`src/rtl/mul_div_unit_pkg.sv`:
```
// mul_div_unit shared definitions
// op codes, FSM states and divider constants
package mul_div_unit_pkg;

  typedef enum logic [1:0] {
    MD_MULT  = 2'd0,
    MD_MULTU = 2'd1,
    MD_DIV   = 2'd2,
    MD_DIVU  = 2'd3
  } md_op_t;

  typedef enum logic [2:0] {
    ST_IDLE = 3'd0,
    ST_MUL  = 3'd1,
    ST_DIV  = 3'd2,
    ST_FIX  = 3'd3,
    ST_DONE = 3'd4
  } md_state_t;

  localparam int DIV_CYCLES = 32;
  localparam int DIV_CW     = $clog2(DIV_CYCLES);

endpackage

```
`src/rtl/mul_div_unit_div_radix2_core.sv`:
```
// div_radix2_core: unsigned restoring divider
// one quotient bit per cycle, DIV_CYCLES steps
module div_radix2_core
  import mul_div_unit_pkg::*;
#(
  parameter int W = 32
) (
  input  logic         clk,
  input  logic         rst,
  input  logic         start,
  input  logic         abort,
  input  logic [W-1:0] dividend,
  input  logic [W-1:0] divisor,
  output logic         done,
  output logic [W-1:0] quotient,
  output logic [W-1:0] remainder
);

  logic [W-1:0]      rem_q, rem_d;
  logic [W-1:0]      quo_q, quo_d;
  logic [DIV_CW-1:0] cnt_q, cnt_d;
  logic              run_q, run_d;

  logic [W:0] rem_sh;
  logic [W:0] diff;
  logic       ge;
  logic       last;

  // one shift/subtract step; divisor 0 yields all-ones quotient
  always_comb begin
    rem_sh = {rem_q, quo_q[W-1]};
    diff   = rem_sh - {1'b0, divisor};
    ge     = ~diff[W];
    last   = (cnt_q == DIV_CW'(DIV_CYCLES - 1));
    rem_d  = rem_q;
    quo_d  = quo_q;
    cnt_d  = cnt_q;
    run_d  = run_q;
    if (abort) begin
      run_d = 1'b0;
    end else if (start) begin
      rem_d = '0;
      quo_d = dividend;
      cnt_d = '0;
      run_d = 1'b1;
    end else if (run_q) begin
      rem_d = ge ? diff[W-1:0] : rem_sh[W-1:0];
      quo_d = {quo_q[W-2:0], ge};
      cnt_d = cnt_q + DIV_CW'(1);
      if (last) run_d = 1'b0;
    end
  end

  // divider state registers
  always_ff @(posedge clk) begin
    if (rst) begin
      rem_q <= '0;
      quo_q <= '0;
      cnt_q <= '0;
      run_q <= 1'b0;
    end else begin
      rem_q <= rem_d;
      quo_q <= quo_d;
      cnt_q <= cnt_d;
      run_q <= run_d;
    end
  end

  assign done      = run_q & last & ~abort;
  assign quotient  = quo_q;
  assign remainder = rem_q;

endmodule

```
`src/rtl/mul_div_unit.sv`:
```
// mul_div_unit: multi-cycle MULT/MULTU/DIV/DIVU in EXE
// stalls the front end via busy, holds {HI,LO} until advance
module mul_div_unit
  import mul_div_unit_pkg::*;
#(
  parameter int MUL_LAT = 2,
  parameter int DATA_W  = 32
) (
  input  logic              clk,
  input  logic              rst,
  input  logic              op_valid,
  input  logic [1:0]        op,
  input  logic [DATA_W-1:0] src_a,
  input  logic [DATA_W-1:0] src_b,
  input  logic              flush,
  input  logic              exe_advance,
  output logic              busy,
  output logic              res_valid,
  output logic [DATA_W-1:0] res_hi,
  output logic [DATA_W-1:0] res_lo
);

  localparam int CW = $clog2(MUL_LAT) + 1;
  localparam int PD = (MUL_LAT > 1) ? MUL_LAT - 1 : 1;
  localparam int PW = 2 * DATA_W;

  md_state_t         state_q, state_d;
  logic [CW-1:0]     cnt_q, cnt_d;
  logic [DATA_W-1:0] a_q, a_d;
  logic [DATA_W-1:0] b_q, b_d;
  logic              sa_q, sa_d;
  logic              sb_q, sb_d;
  logic [DATA_W-1:0] res_hi_q, res_hi_d;
  logic [DATA_W-1:0] res_lo_q, res_lo_d;
  logic              res_valid_q, res_valid_d;
  logic [PW-1:0]     pipe_q [PD];
  logic [PW-1:0]     pipe_d [PD];

  md_op_t            op_e;
  logic              is_sgn;
  logic              is_div;
  logic              a_neg;
  logic              b_neg;
  logic [DATA_W-1:0] a_mag;
  logic [DATA_W-1:0] b_mag;
  logic [PW-1:0]     mul_mag;
  logic [PW-1:0]     mul_prod;
  logic [PW-1:0]     mul_res;
  logic              div_start;
  logic              div_done;
  logic [DATA_W-1:0] div_quo;
  logic [DATA_W-1:0] div_rem;
  logic              div_zero;
  logic [DATA_W-1:0] q_fix;
  logic [DATA_W-1:0] r_fix;
  logic              busy_c;

  // operand decode: signed ops work on magnitudes
  always_comb begin
    op_e   = md_op_t'(op);
    is_sgn = (op_e == MD_MULT) || (op_e == MD_DIV);
    is_div = (op_e == MD_DIV) || (op_e == MD_DIVU);
    a_neg  = is_sgn & src_a[DATA_W-1];
    b_neg  = is_sgn & src_b[DATA_W-1];
    a_mag  = a_neg ? -src_a : src_a;
    b_mag  = b_neg ? -src_b : src_b;
  end

  // multiplier datapath and its pipeline registers
  always_comb begin
    mul_mag  = PW'(a_q) * PW'(b_q);
    mul_prod = (sa_q ^ sb_q) ? -mul_mag : mul_mag;
    pipe_d[0] = mul_prod;
    for (int i = 1; i < PD; i++) begin
      pipe_d[i] = pipe_q[i-1];
    end
    mul_res = (MUL_LAT > 1) ? pipe_q[PD-1] : mul_prod;
  end

  // division sign fix; a zero divisor keeps raw core output
  always_comb begin
    div_zero = (b_q == '0);
    q_fix = (~div_zero & (sa_q ^ sb_q)) ? -div_quo : div_quo;
    r_fix = (~div_zero & sa_q) ? -div_rem : div_rem;
  end

  div_radix2_core #(
    .W(DATA_W)
  ) u_div (
    .clk      (clk),
    .rst      (rst),
    .start    (div_start),
    .abort    (flush),
    .dividend (a_mag),
    .divisor  (b_q),
    .done     (div_done),
    .quotient (div_quo),
    .remainder(div_rem)
  );

  // next-state and output logic; flush overrides everything
  always_comb begin
    state_d     = state_q;
    cnt_d       = cnt_q;
    a_d         = a_q;
    b_d         = b_q;
    sa_d        = sa_q;
    sb_d        = sb_q;
    res_hi_d    = res_hi_q;
    res_lo_d    = res_lo_q;
    res_valid_d = res_valid_q;
    busy_c      = 1'b0;
    div_start   = 1'b0;
    unique case (state_q)
      ST_IDLE: begin
        busy_c = op_valid & ~flush;
        if (busy_c) begin
          a_d       = a_mag;
          b_d       = b_mag;
          sa_d      = a_neg;
          sb_d      = b_neg;
          cnt_d     = '0;
          div_start = is_div;
          state_d   = is_div ? ST_DIV : ST_MUL;
        end
      end
      ST_MUL: begin
        busy_c = 1'b1;
        cnt_d  = cnt_q + CW'(1);
        if (cnt_q == CW'(MUL_LAT - 1)) begin
          res_hi_d    = mul_res[PW-1:DATA_W];
          res_lo_d    = mul_res[DATA_W-1:0];
          res_valid_d = 1'b1;
          state_d     = ST_DONE;
        end
      end
      ST_DIV: begin
        busy_c = 1'b1;
        if (div_done) state_d = ST_FIX;
      end
      ST_FIX: begin
        busy_c      = 1'b1;
        res_hi_d    = r_fix;
        res_lo_d    = q_fix;
        res_valid_d = 1'b1;
        state_d     = ST_DONE;
      end
      ST_DONE: begin
        if (exe_advance) begin
          res_valid_d = 1'b0;
          state_d     = ST_IDLE;
        end
      end
      default: begin
        state_d = ST_IDLE;
      end
    endcase
    if (flush) begin
      state_d     = ST_IDLE;
      res_hi_d    = res_hi_q;
      res_lo_d    = res_lo_q;
      res_valid_d = 1'b0;
      div_start   = 1'b0;
    end
  end

  // state, operand and result registers
  always_ff @(posedge clk) begin
    if (rst) begin
      state_q     <= ST_IDLE;
      cnt_q       <= '0;
      a_q         <= '0;
      b_q         <= '0;
      sa_q        <= 1'b0;
      sb_q        <= 1'b0;
      res_hi_q    <= '0;
      res_lo_q    <= '0;
      res_valid_q <= 1'b0;
      for (int i = 0; i < PD; i++) begin
        pipe_q[i] <= '0;
      end
    end else begin
      state_q     <= state_d;
      cnt_q       <= cnt_d;
      a_q         <= a_d;
      b_q         <= b_d;
      sa_q        <= sa_d;
      sb_q        <= sb_d;
      res_hi_q    <= res_hi_d;
      res_lo_q    <= res_lo_d;
      res_valid_q <= res_valid_d;
      for (int i = 0; i < PD; i++) begin
        pipe_q[i] <= pipe_d[i];
      end
    end
  end

  assign busy      = busy_c & ~rst;
  assign res_valid = res_valid_q;
  assign res_hi    = res_hi_q;
  assign res_lo    = res_lo_q;

endmodule

```
`config.mk`:
```
export PLATFORM = sky130hd
export DESIGN_NAME = mul_div_unit
export DESIGN_NICKNAME = d
export VERILOG_FILES = /design/src/rtl/mul_div_unit_pkg.sv /design/src/rtl/mul_div_unit_div_radix2_core.sv /design/src/rtl/mul_div_unit.sv
export SDC_FILE = /design/constraint.sdc
export NUM_CORES = 2
export LEC_CHECK = 0
export BUFFER_PORTS_ARGS = -buffer_cell sky130_fd_sc_hd__buf_4
export CORE_UTILIZATION = 60
export DETAILED_ROUTE_END_ITERATION = 10
export GPL_ROUTABILITY_DRIVEN = 0
export PLACE_DENSITY_LB_ADDON = 0.08
export SLEW_MARGIN = 5
export SYNTH_ARGS = -nofsm -noshare
export SYNTH_HDL_FRONTEND = slang
export SYNTH_SLANG_ARGS = --single-unit
```
`constraint.sdc`:
```
create_clock -name clk -period 10.3 [get_ports clk]
set_input_delay 2.06 -clock clk [delete_from_list [all_inputs] [get_ports clk]]
set_output_delay 2.06 -clock clk [all_outputs]
set_load 0.02 [all_outputs]
```
==> reports/results.env <==
MET1_USAGE=0.4867
FIN_WORST_SKEW_NS=0.02565
CRIT_TOP_CELL='sky130_fd_sc_hd__fa_1'
TOP_CELL_TYPE_S_SHARE_OF_SYNTHESIZED_AREA=0.3606
YOSYSSEQAREASHARE=0.1085
GRT_FIRST_PASS_WIRELENGTH_UM=232900
YS_ASYNC_SR_FRACTION=0
FINAL.MIN_CLOCK_PERIOD_NS=9.993
FINALNETCOUNT=7060
WORST-SETUP-PATH-TYPE='flip-flop to flip-flop'
CLOCK_ROOT_BUFFER='sky130_fd_sc_hd__clkbuf_16'
DIE_WIDTH_UM=290.1
ENDPOINT_KIND='flip-flop'
SYNTH_CELL_TYPE_COUNT=95
SEQUENTIAL_STANDARD_CELL_AREA_UM2=5406
SETUP-TNS-FINAL_NS=0
WORST_PATH_MAX_DELAY_CELL='sky130_fd_sc_hd__dfxtp_1'
CLOCK_TREE_FROM_TRITONCTS='done'
CAP_VIOL_MAX_COUNT=0
FINALHOLDWORSTSLACK_NS=0.4665
DETAILEDPLACEMENTHPWL_UM=116300
MAX-CLOCK-PATH-BUFFERS=3
TIMING.CRITICAL_PATH.FROM_TYPE='flip-flop'
SYNTH.YOSYS.WARNINGS=0
GRT_MAX_USAGE_LAYER='met2'
CRITPATHARRIVALTIME_NS=10.48
FRACTION_OF_LAYOUT_INSTANCES_USING_A_DRIVE_STRENGTH_ABOVE_1=0.06351
ADDER_AND_MAJORITY_GATE_PORTION_OF_THE_SYNTHESIZED_AREA=0.4367
NUMBER_OF_PORTS_PLACED_ON_THE_DIE_BOUNDARY=137
VDD.IR_DROP.WORST_mV=0.1345
SYNTH_XOR_AREA_FRAC=0.04273
GROUTE.LAYER.MET3.USAGE=0.03883
CTS_BUFFERS=29
CRITICAL_PATH_PEAK_FANOUT=24
FIRST_PASS_DRT_ITERATIONS=6
MAX-SLEW-MARGIN-REL=0.2276
SYNTH_CELLS=5860
SYNTHESIZED_NET_COUNT=7131
H-TREE-DEPTH=1
ANTENNA_VIOLATIONS_BEFORE_REPAIR=7
FMAX_GHz=0.1001
INSERTION_DELAY_NS=0.61
GRT_USE_TOTAL=0.3547
CLKTRANSATPATHREGS_NS=0.07
CTS_RESIZED=0
SYNTH.LARGEST_AREA_CELL='sky130_fd_sc_hd__fa_1'
DRT_FIRST_ITER_VIOLATIONS=2816
CTS.HOLD.BUFFERS_ADDED=0
VIA_COUNT=40490
RUN_STATUS='complete, no violations'
GRT_SETUP_UNREPAIRED='false'
SYNTH-EDFF-COUNT=0
GLOBALROUTEMET2UTIL=0.5736
SYNTH-MAIN-FF-CELL='sky130_fd_sc_hd__dfxtp_1'
YOSYS.AREA_SHARE.SIMPLE=0.1965
MAXIMUM_NUMBER_OF_PINS_ON_ONE_NET_BEFORE_GLOBAL_ROUTE_REPAIR=166
POWER_DENSITY_nW_PER_UM2=104.5
YOSYS-TOP-CELLS-AREA='sky130_fd_sc_hd__fa_1 (36%), sky130_fd_sc_hd__dfxtp_1 (11%), sky130_fd_sc_hd__and2_1 (7.7%)'
WORST_EP_REQUIRED_TIME_NS=10.79
VIA_DENSITY_PER_INSTANCE=5.878
IO_BUFFER_COUNT=136
INITIAL_CORE_UTIL=0.6066
NUMBER_OF_GLOBAL_ROUTE_VIAS_BEFORE_REPAIR=41200
SYNTH_TOP_FAMILY_BY_AREA='adder cells'
ANT_NETS=0
DESIGN.CORE.AREA_UM2=82110
HOLD_PATH_CLASS='flip-flop to flip-flop'
FIN_CRIT_SH=0.9702
DIEHEIGHT_UM=290.1
CRITICAL_PATH.MAX_STAGE_DELAY_NS=0.94
WIRE_PER_INST_UM=21.16
POSTSYNTHAREAPERCELL_UM2=8.499
NUMBER_OF_PLACEMENT_ROWS=105
FINAL_HOLD_VIOS=0
WORST-SLEW-PIN-TRANSITION_NS=1.148
POST_CTS.REPAIR.SETUP_BUFFERS=0
NFILLCELLS=7135
CTS.SINKS=270
OVERALL_DIE_AREA_UM2=84160
MUX_CELL_AREA_SHARE_AFTER_SYNTHESIS=0.008341
SYNTH_TOP_CELLS_BY_COUNT='sky130_fd_sc_hd__inv_1 (921), sky130_fd_sc_hd__fa_1 (897), sky130_fd_sc_hd__nand2_1 (631)'
GR-TOTAL-OVERFLOW=0
SETUP_VIOLATIONS=0
YOSYS.CELL_COUNT.TOP_TYPE='sky130_fd_sc_hd__inv_1'
ROUTE.FINAL.WIRE_LENGTH_UM=145700
AREA_OF_THE_MULTI_INPUT_GATES_UM2=39600
TIMING.FINAL.MAX_SLEW_VIOLATIONS=0
SYN-CELL-AREA_UM2=49800
CELLLEAKAGEPOWER_nW=25.00
YS_FF_LATCH=270
AREA_DELTA_SYNTH_FINAL_PCT=6.291
DRC=0
SYNTH-COMPOUND-AREA-SHARE=0.1098
## sequential cells by signal (all words and copies together) (netlist names)
register         count
a_q                 32
u_div.remainder     32
b_q                 32
sb_q                 1
res_hi              32
state_q              3
u_div.run_q          1
res_valid            1
cnt_q                2
res_lo              32
u_div.cnt_q          5
pipe_q              64
sa_q                 1
u_div.quotient      32
## critical path, delay by kind of cell (launching register included)
| kind | cells | cell delay [ns] |
|---|---|---|
| adders and majority gates | 9 | 4.31 |
| AOI/OAI and AO/OA | 6 | 1.91 |
| and+or+nand+nor | 6 | 1.86 |
| DFF | 1 | 0.94 |
| buffers and inverters | 6 | 0.47 |
| xor gates and xnor gates | 1 | 0.42 |
## stage by stage
stage | instances | instance area (um2) | power, mW | setup slack (ns) | utilization
2_1_floorplan | 5860 | 49800 | 3.288 | 1.955 | -
3_3_place_gp | 6828 | 51820 | 4.211 | 0.6400 | 0.6311
3_5_place_dp | 6828 | 51820 | 4.220 | 0.6526 | 0.6311
4_1_cts | 6880 | 52920 | 5.488 | 0.5428 | 0.6445
5_1_grt | 6884 | 52930 | 5.882 | 0.04467 | 0.6446
6_report | 6888 | 52940 | 5.531 | 0.3071 | 0.6447
## final timing paths
check,startpoint,to,slack (ns),cells past startpoint
min reg2reg,u_div.cnt_q[4]$_SDFFE_PP0P_,u_div.cnt_q[4]$_SDFFE_PP0P_,0.47,2
min,u_div.cnt_q[4]$_SDFFE_PP0P_,u_div.cnt_q[4]$_SDFFE_PP0P_,0.47,2
max,b_q[8]$_SDFFE_PP0P_,pipe_q[0][57]$_SDFF_PP0_,0.31,28
max reg2reg,b_q[8]$_SDFFE_PP0P_,pipe_q[0][57]$_SDFF_PP0_,0.31,28
## metal layers
metal / share of wire / wire length, um / up-vias
met5: 0 / 0 / -
li1: - / - / 18220
met3: 0.076 / 11070 / 316
met1: 0.41 / 60220 / 20350
met4: 0.047 / 6894 / 0
met2: 0.46 / 67540 / 1606
## power breakdown
| group | leakage, nW | total, mW | internal, mW | switching (mW) |
|---|---|---|---|---|
| Sequential | 2.20 | 1.25 | 1.13 | 0.120 |
| Combinational | 22.3 | 3.04 | 1.09 | 1.95 |
| Clock | 0.546 | 1.24 | 0.739 | 0.498 |
| Total | 25.0 | 5.53 | 2.96 | 2.57 |
## cells by family after synthesis
logic type	count (synthesis)
AO/OA/AOI/OAI	836
adder cells (fa/ha/maj)	1200
flip-flops	270
AND/OR/NAND/NOR	1983
multiplexers	41
XOR/XNOR	243
buffers and inverters	1287
## layout by cell type, fill, tap and decap left out, types with 33 or more instances in the layout
master	Yosys	routed
sky130_fd_sc_hd__inv_1	921	921
sky130_fd_sc_hd__and2_1	613	612
sky130_fd_sc_hd__o21ai_0	111	110
sky130_fd_sc_hd__dfxtp_1	270	269
sky130_fd_sc_hd__nand2_1	631	631
sky130_fd_sc_hd__nand3_1	36	36
sky130_fd_sc_hd__a21oi_1	288	288
sky130_fd_sc_hd__o21a_1	41	41
sky130_fd_sc_hd__buf_4	0	259
sky130_fd_sc_hd__xor2_1	130	129
sky130_fd_sc_hd__xnor2_1	113	111
sky130_fd_sc_hd__nor3_1	58	58
sky130_fd_sc_hd__ha_1	303	303
sky130_fd_sc_hd__a21o_1	33	33
sky130_fd_sc_hd__a211oi_1	146	146
sky130_fd_sc_hd__mux2i_1	37	37
sky130_fd_sc_hd__nor2_1	424	423
sky130_fd_sc_hd__fa_1	897	897
## final cells by class
class / count / share of cell area
Clock buffer: 36 / 0.01534
Inverter: 922 / 0.06538
Antenna cell: 8 / 0.0003782
Timing Repair Buffer: 263 / 0.03808
Multi-Input combinational cell: 4303 / 0.7480
Sequential cell: 270 / 0.1021
Tap cell: 1070 / 0.02529
Clock inverter: 16 / 0.005436
(Power assumes the default switching activity.)
